===== src/rtl/jk_reg_counter.sv =====
// WIDTH-bit bank of JK flip-flops with synchronous enable, parallel load and
// modulo up/down counting; registered terminal-count and change-detect flags.
module jk_reg_counter #(
  parameter int unsigned           WIDTH     = 8,
  parameter int unsigned           MAX_COUNT = 255,
  parameter logic [WIDTH-1:0]      RST_VAL   = '0
) (
  input  logic             clk,
  input  logic             rst,
  input  logic             en,
  input  logic [1:0]       mode,
  input  logic [WIDTH-1:0] j,
  input  logic [WIDTH-1:0] k,
  input  logic [WIDTH-1:0] d,
  output logic [WIDTH-1:0] q,
  output logic [WIDTH-1:0] qb,
  output logic             tc,
  output logic             chg
);

  typedef enum logic [1:0] {
    MODE_JK   = 2'b00,
    MODE_UP   = 2'b01,
    MODE_DOWN = 2'b10,
    MODE_LOAD = 2'b11
  } mode_e;

  localparam logic [WIDTH-1:0] MAX_Q = WIDTH'(MAX_COUNT);

  logic [WIDTH-1:0] q_q, q_d;
  logic             tc_q, tc_d;
  logic             chg_q, chg_d;
  mode_e            mode_sel;

  assign mode_sel = mode_e'(mode);

  always_comb begin
    q_d  = q_q;
    tc_d = 1'b0;
    if (en) begin
      unique case (mode_sel)
        // Characteristic equation Q+ = J&~Q | ~K&Q applied bitwise.
        MODE_JK:   q_d = (j & ~q_q) | (~k & q_q);
        MODE_UP: begin
          if (q_q >= MAX_Q) begin
            q_d  = '0;
            tc_d = 1'b1;
          end else begin
            q_d = q_q + 1'b1;
          end
        end
        MODE_DOWN: begin
          if (q_q == '0) begin
            q_d  = MAX_Q;
            tc_d = 1'b1;
          end else if (q_q > MAX_Q) begin
            q_d = MAX_Q;
          end else begin
            q_d = q_q - 1'b1;
          end
        end
        MODE_LOAD: q_d = d;
        default:   q_d = q_q;
      endcase
    end
    chg_d = (q_d != q_q);
  end

  always_ff @(posedge clk or posedge rst) begin
    if (rst) begin
      q_q   <= RST_VAL;
      tc_q  <= 1'b0;
      chg_q <= 1'b0;
    end else begin
      q_q   <= q_d;
      tc_q  <= tc_d;
      chg_q <= chg_d;
    end
  end

  assign q   = q_q;
  assign qb  = ~q_q;
  assign tc  = tc_q;
  assign chg = chg_q;

endmodule

===== config.mk =====
export PLATFORM = sky130hd
export DESIGN_NAME = jk_reg_counter
export DESIGN_NICKNAME = d
export VERILOG_FILES = /design/src/rtl/jk_reg_counter.sv
export SDC_FILE = /design/constraint.sdc
export NUM_CORES = 1
export LEC_CHECK = 0
export CAP_MARGIN = 20
export CELL_PAD_IN_SITES_DETAIL_PLACEMENT = 1
export CELL_PAD_IN_SITES_GLOBAL_PLACEMENT = 1
export CORE_MARGIN = 8
export CORE_UTILIZATION = 25
export DETAILED_ROUTE_END_ITERATION = 8
export PLACE_DENSITY_LB_ADDON = 0.1
export SLEW_MARGIN = 20
export SYNTH_ARGS = -nofsm -noshare
export SYNTH_HDL_FRONTEND = slang
export SYNTH_SLANG_ARGS = --single-unit

===== constraint.sdc =====
create_clock -name clk -period 3.5 [get_ports clk]
set_input_delay 0.35 -clock clk [delete_from_list [all_inputs] [get_ports clk]]
set_output_delay 0.35 -clock clk [all_outputs]
set_load 0.02 [all_outputs]

==> results.md, run 1 <==
- In this run the vertical extent of the chip is 90.8 µm.
- The worst setup path startpoint is mode[0].
- The worst setup path is captured at a register.
- TritonCTS built the clock tree.
- The maximum number of pins on one net before global-route repair is 18.
- For this design, the CTS-stage hold fixing added 0 buffers.
- After layout, the minimum clock period comes to 2.69 ns.
- The filler cells instantiated in the layout total 654.
- Synthesis produced a netlist with a net count of 228.
- The setup slack of the critical path after layout is 0.808 ns.
- In this run the tightest slew margin relative to its limit is 58.4%.
- The post-synthesis cell type count is 59.
- The analysis attributes to cell leakage a power of 0.752 nW.
- The number of flops mapped to enable cells by yosys is 0.
- For this run, the leading register cell type out of synthesis is sky130_fd_sc_hd__dfrtp_1.
- In this run the critical register-to-register path is captured at chg.
- The final layout contains 267 nets.
- The congestion estimate from routability-driven global placement came to 0.925.
- The highest clock rate is 371 MHz.
- The via count of the first global-routing pass is 1,841.
- In this run the worst path has a maximum fanout of 11.
- The share of layout cells above drive strength 1 is 5.68%.
- The worst register-to-register path begins at q[1].
- Leaving out fill and tap cells, the most frequent cells in the layout are sky130_fd_sc_hd__clkdlybuf4s50_1 (46), sky130_fd_sc_hd__nand2_1 (25), sky130_fd_sc_hd__a21oi_1 (13), sky130_fd_sc_hd__inv_1 (12), sky130_fd_sc_hd__nand3_1 (12).
- The number of pins exceeding their max-slew limit in the final report came to 0.
- The type of the setup path with the least slack is in2reg.
- The die span in x is 90.8 µm.
- The number of H-tree levels is 1.
- The data required time of the worst path is 3.61 ns.
- The total wirelength of the detailed-routed design is 6070 µm.
- Before antenna repair, the detailed router went through 4 iterations.
- The floorplan has 27 rows.
- Global routing consumed, over all layers together, 14.6% of the routing resources.
- The number of setup buffers added after CTS is 0.
- The most common library cell in the layout ignoring fill and taps is sky130_fd_sc_hd__clkdlybuf4s50_1.
- The final instance area is 1930 µm².
- Once the floorplan was initialized, standard cells occupied 25.7% of the core.
- The highest ir drop seen on vdd is 0.000214 V.
- Setup repair after global routing left no endpoint under its margin.
- The total count of hold-check failures in the final report is 0.
- The number of sinks driven by the clock tree is 10.
- The final critical path takes up 76.9% of the cycle.
- The number of input and output port buffers inserted is 46.
- After detailed routing, the average wire length per cell comes to 20.2 µm.
- The flow ran to the end, and the final reports show no timing, DRC or antenna violations.
- The clock latency on the worst-skew pair is 0.25 ns.
- The count of antenna diodes in the layout is 0.
- Following the worst setup path forward leads to its endpoint at chg.
- The worst register-to-register path has a depth of 7.
- In this run the cell area of the synthesized design comes to 1400 µm².
- The number of resized instances in the post-cts repair step is 0.
- In this run, the number of DRC markers left after iteration 0 of detailed routing was 120.
- In this run, synthesis produced a sequential element count of 10.
- The final hold slack is 0.431 ns.
- In the final timing run, aggregate negative setup slack is 0 ns.
- The count of warnings emitted by yosys is 0.
- The multi-input combinational cells in the finished layout cover a total of 1020 µm².
- The count of unresolved DRC violations after routing is 0.
- The first global-routing pass estimated 9800 µm of wire.
- The worst-case clock buffer depth is 2.
- The startpoint type of the worst setup path is an input pin.
- The total congestion overflow after global routing is 0.
- Setup violations remaining at the end of the flow were counted as 0.
- In this run the clock root is driven by a sky130_fd_sc_hd__clkbuf_8.
- Data on the critical path arrives at its endpoint at 2.81 ns.
- The post-synthesis cell count is 192.
- The region available for standard cell placement spans 5440 µm².
- The boundary pin count is 47.
- After synthesis, the mean cell area works out to 7.28 µm².
- Clock-pin slew was measured on the worst setup and hold paths at 0.06 ns.
- The worst-case register-to-register setup slack is 0.92 ns.
- From synthesis to final layout, the design area changed by 38.4%.
- The proportion of register bits with asynchronous set or reset after synthesis is 100%.
- The initial antenna violation count is 0.
- Sequential cells were found to cover 17.9% of the synthesized design area.
- The number of nets with antenna violations after routing is 0.
- The area taken by flip-flops and latches is 250 µm².
- The floorplan step defined a die boundary enclosing 8240 µm².
- Clock skew on the completed layout was measured at 0.00541 ns.
- The detailed placement HPWL is 4700 µm.
- Max-cap violations in this run came to 0.
- The number of buffers created by CTS is 3.
- The ratio of total power to cell area is 407 nW/µm².
- In this run the worst hold path is classified as in2async.
- In the routed layout, each cell is associated on average with a via count of 5.52.
- Cells fill 35.6% of the core in the end.
- The placement-stage cell area is 1890 µm².
- Summing over every cut layer, the via total after detailed routing is 1,662.
- The worst setup slack after placement is 0.560 ns.
- At the pin with the least slew margin, the transition time is 0.625 ns.
## logic make-up after synthesis
family | count (synthesis) | share of synthesized area, %
AO/OA/AOI/OAI | 64 | 32.6
XOR/XNOR | 3 | 1.88
adder cells (fa/ha/maj) | 7 | 6.27
buffers and inverters | 29 | 9.04
flip-flops | 10 | 17.9
multiplexers | 3 | 2.15
AND/OR/NAND/NOR | 76 | 30.2
## flip-flops by register name (all words and copies together) (netlist names)
register	count
tc	1
q	8
chg	1
## cell type report
cell class                      instances  share of cell area [%]
Multi-Input combinational cell        153                    52.8
Timing Repair Buffer                   48                    24.6
Sequential cell                        10                    12.9
Inverter                               15                    2.91
Clock buffer                            3                    2.13
Tap cell                               72                    4.66
## cells in the mapped netlist (2+ instances only)
| master | number | share of area [%] |
|---|---|---|
| sky130_fd_sc_hd__nand4_1 | 3 | 1.3 |
| sky130_fd_sc_hd__a22oi_1 | 3 | 1.6 |
| sky130_fd_sc_hd__nand3_1 | 12 | 4.3 |
| sky130_fd_sc_hd__a211oi_1 | 2 | 1.1 |
| sky130_fd_sc_hd__nor2_1 | 6 | 1.6 |
| sky130_fd_sc_hd__a31oi_1 | 2 | 0.90 |
| sky130_fd_sc_hd__ha_1 | 7 | 6.3 |
| sky130_fd_sc_hd__buf_2 | 8 | 2.9 |
| sky130_fd_sc_hd__nand2b_1 | 5 | 2.2 |
| sky130_fd_sc_hd__mux2i_1 | 3 | 2.1 |
| sky130_fd_sc_hd__nor4b_1 | 3 | 1.9 |
| sky130_fd_sc_hd__and2_1 | 3 | 1.3 |
| sky130_fd_sc_hd__a22o_1 | 2 | 1.3 |
| sky130_fd_sc_hd__inv_2 | 2 | 0.54 |
| sky130_fd_sc_hd__a21oi_1 | 13 | 4.7 |
| sky130_fd_sc_hd__clkbuf_1 | 4 | 1.1 |
| sky130_fd_sc_hd__a41o_1 | 2 | 1.4 |
| sky130_fd_sc_hd__o22ai_1 | 3 | 1.3 |
| sky130_fd_sc_hd__o211ai_1 | 3 | 1.6 |
| sky130_fd_sc_hd__nor3_1 | 4 | 1.4 |
| sky130_fd_sc_hd__a311oi_1 | 2 | 1.3 |
| sky130_fd_sc_hd__a21o_1 | 6 | 3.2 |
| sky130_fd_sc_hd__xor2_1 | 2 | 1.3 |
| sky130_fd_sc_hd__inv_1 | 12 | 3.2 |
| sky130_fd_sc_hd__o21ai_0 | 7 | 2.5 |
| sky130_fd_sc_hd__o21ai_1 | 3 | 1.1 |
| sky130_fd_sc_hd__nor4_1 | 2 | 0.90 |
| sky130_fd_sc_hd__and3_1 | 2 | 0.90 |
| sky130_fd_sc_hd__nand2_1 | 25 | 6.7 |
| sky130_fd_sc_hd__dfrtp_1 | 10 | 18 |
| sky130_fd_sc_hd__and4_1 | 2 | 1.3 |
| sky130_fd_sc_hd__a31o_1 | 2 | 1.3 |
## through the flow
| stage | std cells | power, W |
|---|---|---|
| 3_3_place_gp | 298 | 0.000647 |
| 6_report | 301 | 0.000788 |
| 2_1_floorplan | 192 | 0.000469 |
| 5_1_grt | 301 | 0.000838 |
| 3_5_place_dp | 298 | 0.000653 |
| 4_1_cts | 301 | 0.000790 |
## how the worst min path moves through the flow
stage / to / slack (ns) / depth (start not counted)
final: tc / 0.43 / 2
after global routing: tc / 0.50 / 2
after CTS: q[5] / 0.46 / 2
after detailed placement: q[5] / 0.72 / 2
after global placement: q[0] / 0.72 / 2
after floorplan: chg / 0.19 / 1
## worst max-delay path, cell delays in order
cell and delay, ns:
sky130_fd_sc_hd__clkdlybuf4s50_1 0.45, sky130_fd_sc_hd__inv_1 0.10, sky130_fd_sc_hd__ha_1 0.41, sky130_fd_sc_hd__or4b_4 0.54, sky130_fd_sc_hd__o21ai_2 0.31, sky130_fd_sc_hd__o22ai_1 0.17, sky130_fd_sc_hd__a2111oi_2 0.36, sky130_fd_sc_hd__nand3_1 0.11
## metal layers
| layer | share of wire, % | track usage (%) | vias to the layer above |
|---|---|---|---|
| met4 | 1.6 | 4.91 | 0 |
| met3 | 5.6 | 3.99 | 12 |
| li1 | - | - | 791 |
| met1 | 45 | 17.5 | 820 |
| met2 | 48 | 24.4 | 39 |
| met5 | 0 | 0 | - |
## where the power goes
part | leakage (nW) | total, W | switching [W] | internal, W
Clock | 0.0216 | 0.000135 | 0.0000590 | 0.0000763
Sequential | 0.119 | 0.000229 | 0.0000916 | 0.000137
Combinational | 0.611 | 0.000424 | 0.000224 | 0.000199
Note: power is estimated with default switching activity, not from simulation.
==> run 2, diff against run 1 <==
Clock period 3.5 ns to 2.7 ns, I/O delays scaled along.
==> results.md, run 2 (synthesis gave the netlist of run 1 again) <==
- The clock-pin transition on the worst setup and hold timing paths is 0.07 ns (about the same).
- The final hold slack is 0.354 ns (-0.0771 ns).
- The maximum clock skew at final layout came to 0.00914 ns (+0.00373 ns).
- The total count of hold-check failures in the final report is 0 (unchanged).
- The worst slew margin relative to its limit is 63.1% (+4.7 points).
- The number of filler cells placed in the layout was 676 (+3.4%).
- The placed cell count was 309 (+3.7%).
- Setup repair after global routing left no endpoint under its margin.
- The pin slew with the least headroom to its limit is 0.554 ns (-0.0704 ns).
- The final count of negative-setup-slack endpoints is 0 (unchanged).
- The flip-flop count of the largest register after layout came to 8 (unchanged).
- The final worst-path cycle share is 92.9%.
- The cell count of the worst reg-to-reg path was 9 (+2).
- The maximum number of pins on one net before global-route repair came to 17 (-1).
- The number of core rows was 27 (unchanged).
- The leakage power of the design is 0.814 nW (+8.3%).
- The number of nets with antenna violations after routing was 0 (unchanged).
- The initial antenna violation count was 0 (unchanged).
- The number of detailed-route iterations in the first pass is 4 (unchanged).
- The total die area was 8240 µm² (unchanged).
- The via count of the first global-routing pass is 1,824 (-0.92%).
- The critical path in this run is classified as in2reg.
- The wire length of the first global-routing pass is 9780 µm (-0.14%).
- The number of sinks driven by the clock tree is 10 (unchanged).
- The number of pins exceeding their max-slew limit in the final report was 0 (unchanged).
- The core box area was 5440 µm² (unchanged).
- The share of layout cells above drive strength 1 is 10.4% (+4.7 points).
- The final core utilization came to 37.3% (+1.8 points).
- The worst-case clock buffer depth is 2 (unchanged).
- The boundary pin count is 47 (unchanged).
- The number of buffers added to fix hold violations after cts is 0 (unchanged).
- Static timing analysis puts the maximum clock frequency at 399 MHz.
- The library cells used most frequently in the layout, excluding fill and tap cells, are sky130_fd_sc_hd__clkdlybuf4s50_1 (46), sky130_fd_sc_hd__nand2_1 (25), sky130_fd_sc_hd__a21oi_1 (13), sky130_fd_sc_hd__buf_4 (13).
- The ratio of total power to cell area is 539 nW/µm² (+32%).
- The die span in x is 90.8 µm (unchanged).
- The number of buffers created by CTS was 3 (unchanged).
- The per-cell routed wire length is 19.9 µm (-1.5%).
- The worst setup path is launched from an input pin.
- The die height is 90.8 µm (unchanged).
- The count of unresolved DRC violations after routing is 0 (unchanged).
- The routability congestion estimate is 0.869 (-6.0%).
- The TritonCTS clock tree is yes.
- The total congestion overflow after global routing is 0 (unchanged).
- The post-detailed-route via-to-cell ratio is 5.42 (-1.8%).
- The total wirelength of the detailed-routed design is 6220 µm (+2.4%).
- The count of antenna diodes in the layout was 0 (unchanged).
- The detailed placement HPWL is 4910 µm (+4.6%).
- In this run the clock root is driven by a sky130_fd_sc_hd__clkbuf_8.
- The highest ir drop seen on vdd is 0.000273 V (+28%).
- The total routing resource utilization after global routing came to 14.8% (+0.17 points).
- The final-stage net count is 278 (+4.1%).
- The number of input and output port buffers inserted is 46 (unchanged).
- The post-CTS setup buffer count is 0 (unchanged).
- The placement-stage cell area is 1980 µm² (+4.4%).
- The element type at the critical path end is a register.
- The run finished with clean final reports.
- The number of H-tree levels is 1 (unchanged).
- The data arrival time of the worst path is 2.63 ns (-0.18 ns).
- The startpoint of the worst-slack reg-to-reg timing path is q[1].
- The area growth from synthesis to layout is 45.3%.
- The starting density of the core is 25.7% (unchanged).
- The via total after detailed routing is 1,698 (+2.2%).
- The clock latency on the worst-skew pair is 0.26 ns (about the same).
- The most common library cell in the layout ignoring fill and taps is sky130_fd_sc_hd__clkdlybuf4s50_1.
- The data required time of the worst path is 2.83 ns (-0.78 ns).
- The count of placed standard cells in the final layout, fillers left out is 313 (+4.0%).
- The worst setup slack after placement is -0.0429 ns (-0.602 ns).
- The number of maximum-capacitance constraint violations is 0 (unchanged).
- The setup slack of the critical path after layout is 0.192 ns (-0.616 ns).
- The worst-case register-to-register setup slack is 0.33 ns (-0.59 ns).
- The number of resized instances in the post-cts repair step is 0 (unchanged).
- The DRC violation total after the first TritonRoute iteration is 89 (-26%).
- Subtracting the final worst setup slack from the clock period gives 2.51 ns.
- The maximum net fanout on the critical path is 10 (-1).
- In this run the critical register-to-register path is captured at chg.
- The classification of the worst-slack hold path is in2async.
- The final instance area is 2030 µm² (+5.0%).
## run 2: cell type report
class | count | area, µm² | share of cell area [%]
timing repair buffer | 59 | 558 | 27.5
inverter | 15 | 56.3 | 2.77
sequential | 10 | 250 | 12.3
clock buffer | 4 | 55.1 | 2.71
multi-input combinational | 153 | 1020 | 50.3
tap | 72 | 90.1 | 4.44
## run 2: power by group
part           internal (W)  total (W)  switching (W)
clock              0.000130   0.000211      0.0000817
combinational      0.000289   0.000616       0.000327
sequential         0.000179   0.000268      0.0000892
total              0.000597    0.00109       0.000498
## run 2: worst max-delay path by stage
stage                  from  endpoint  slack, ns
finish              mode[0]       chg       0.19
global route        mode[0]       chg       0.07
CTS                 mode[0]       chg       0.22
detailed placement  mode[0]       chg      -0.04
global placement    mode[0]       chg     -0.008
floorplan              q[0]       chg       0.32
## run 2: per-stage QoR
| stage | total power, W | TNS [ns] |
|---|---|---|
| floorplan | 0.000607 | 0 |
| global placement | 0.000881 | -0.00784 |
| detailed placement | 0.000886 | -0.0429 |
| CTS | 0.00110 | 0 |
| global route | 0.00116 | 0 |
| finish | 0.00109 | 0 |
## run 2: worst max-delay path: stages
cell,delay [ns]
sky130_fd_sc_hd__clkdlybuf4s50_1,0.51
sky130_fd_sc_hd__inv_1,0.07
sky130_fd_sc_hd__ha_1,0.24
sky130_fd_sc_hd__nor4b_2,0.20
sky130_fd_sc_hd__a21oi_2,0.49
sky130_fd_sc_hd__nand3_1,0.13
sky130_fd_sc_hd__a31o_1,0.26
sky130_fd_sc_hd__nor4_1,0.35
sky130_fd_sc_hd__nand3_1,0.11
## run 2: routing by layer
| metal | vias to the layer above | wire, µm | GRT usage [%] |
|---|---|---|---|
| li1 | 817 | - | - |
| met1 | 820 | 2720 | 17.8 |
| met2 | 53 | 3070 | 25.6 |
| met3 | 8 | 339 | 2.91 |
| met4 | 0 | 98 | 4.50 |
| met5 | - | 0 | 0 |
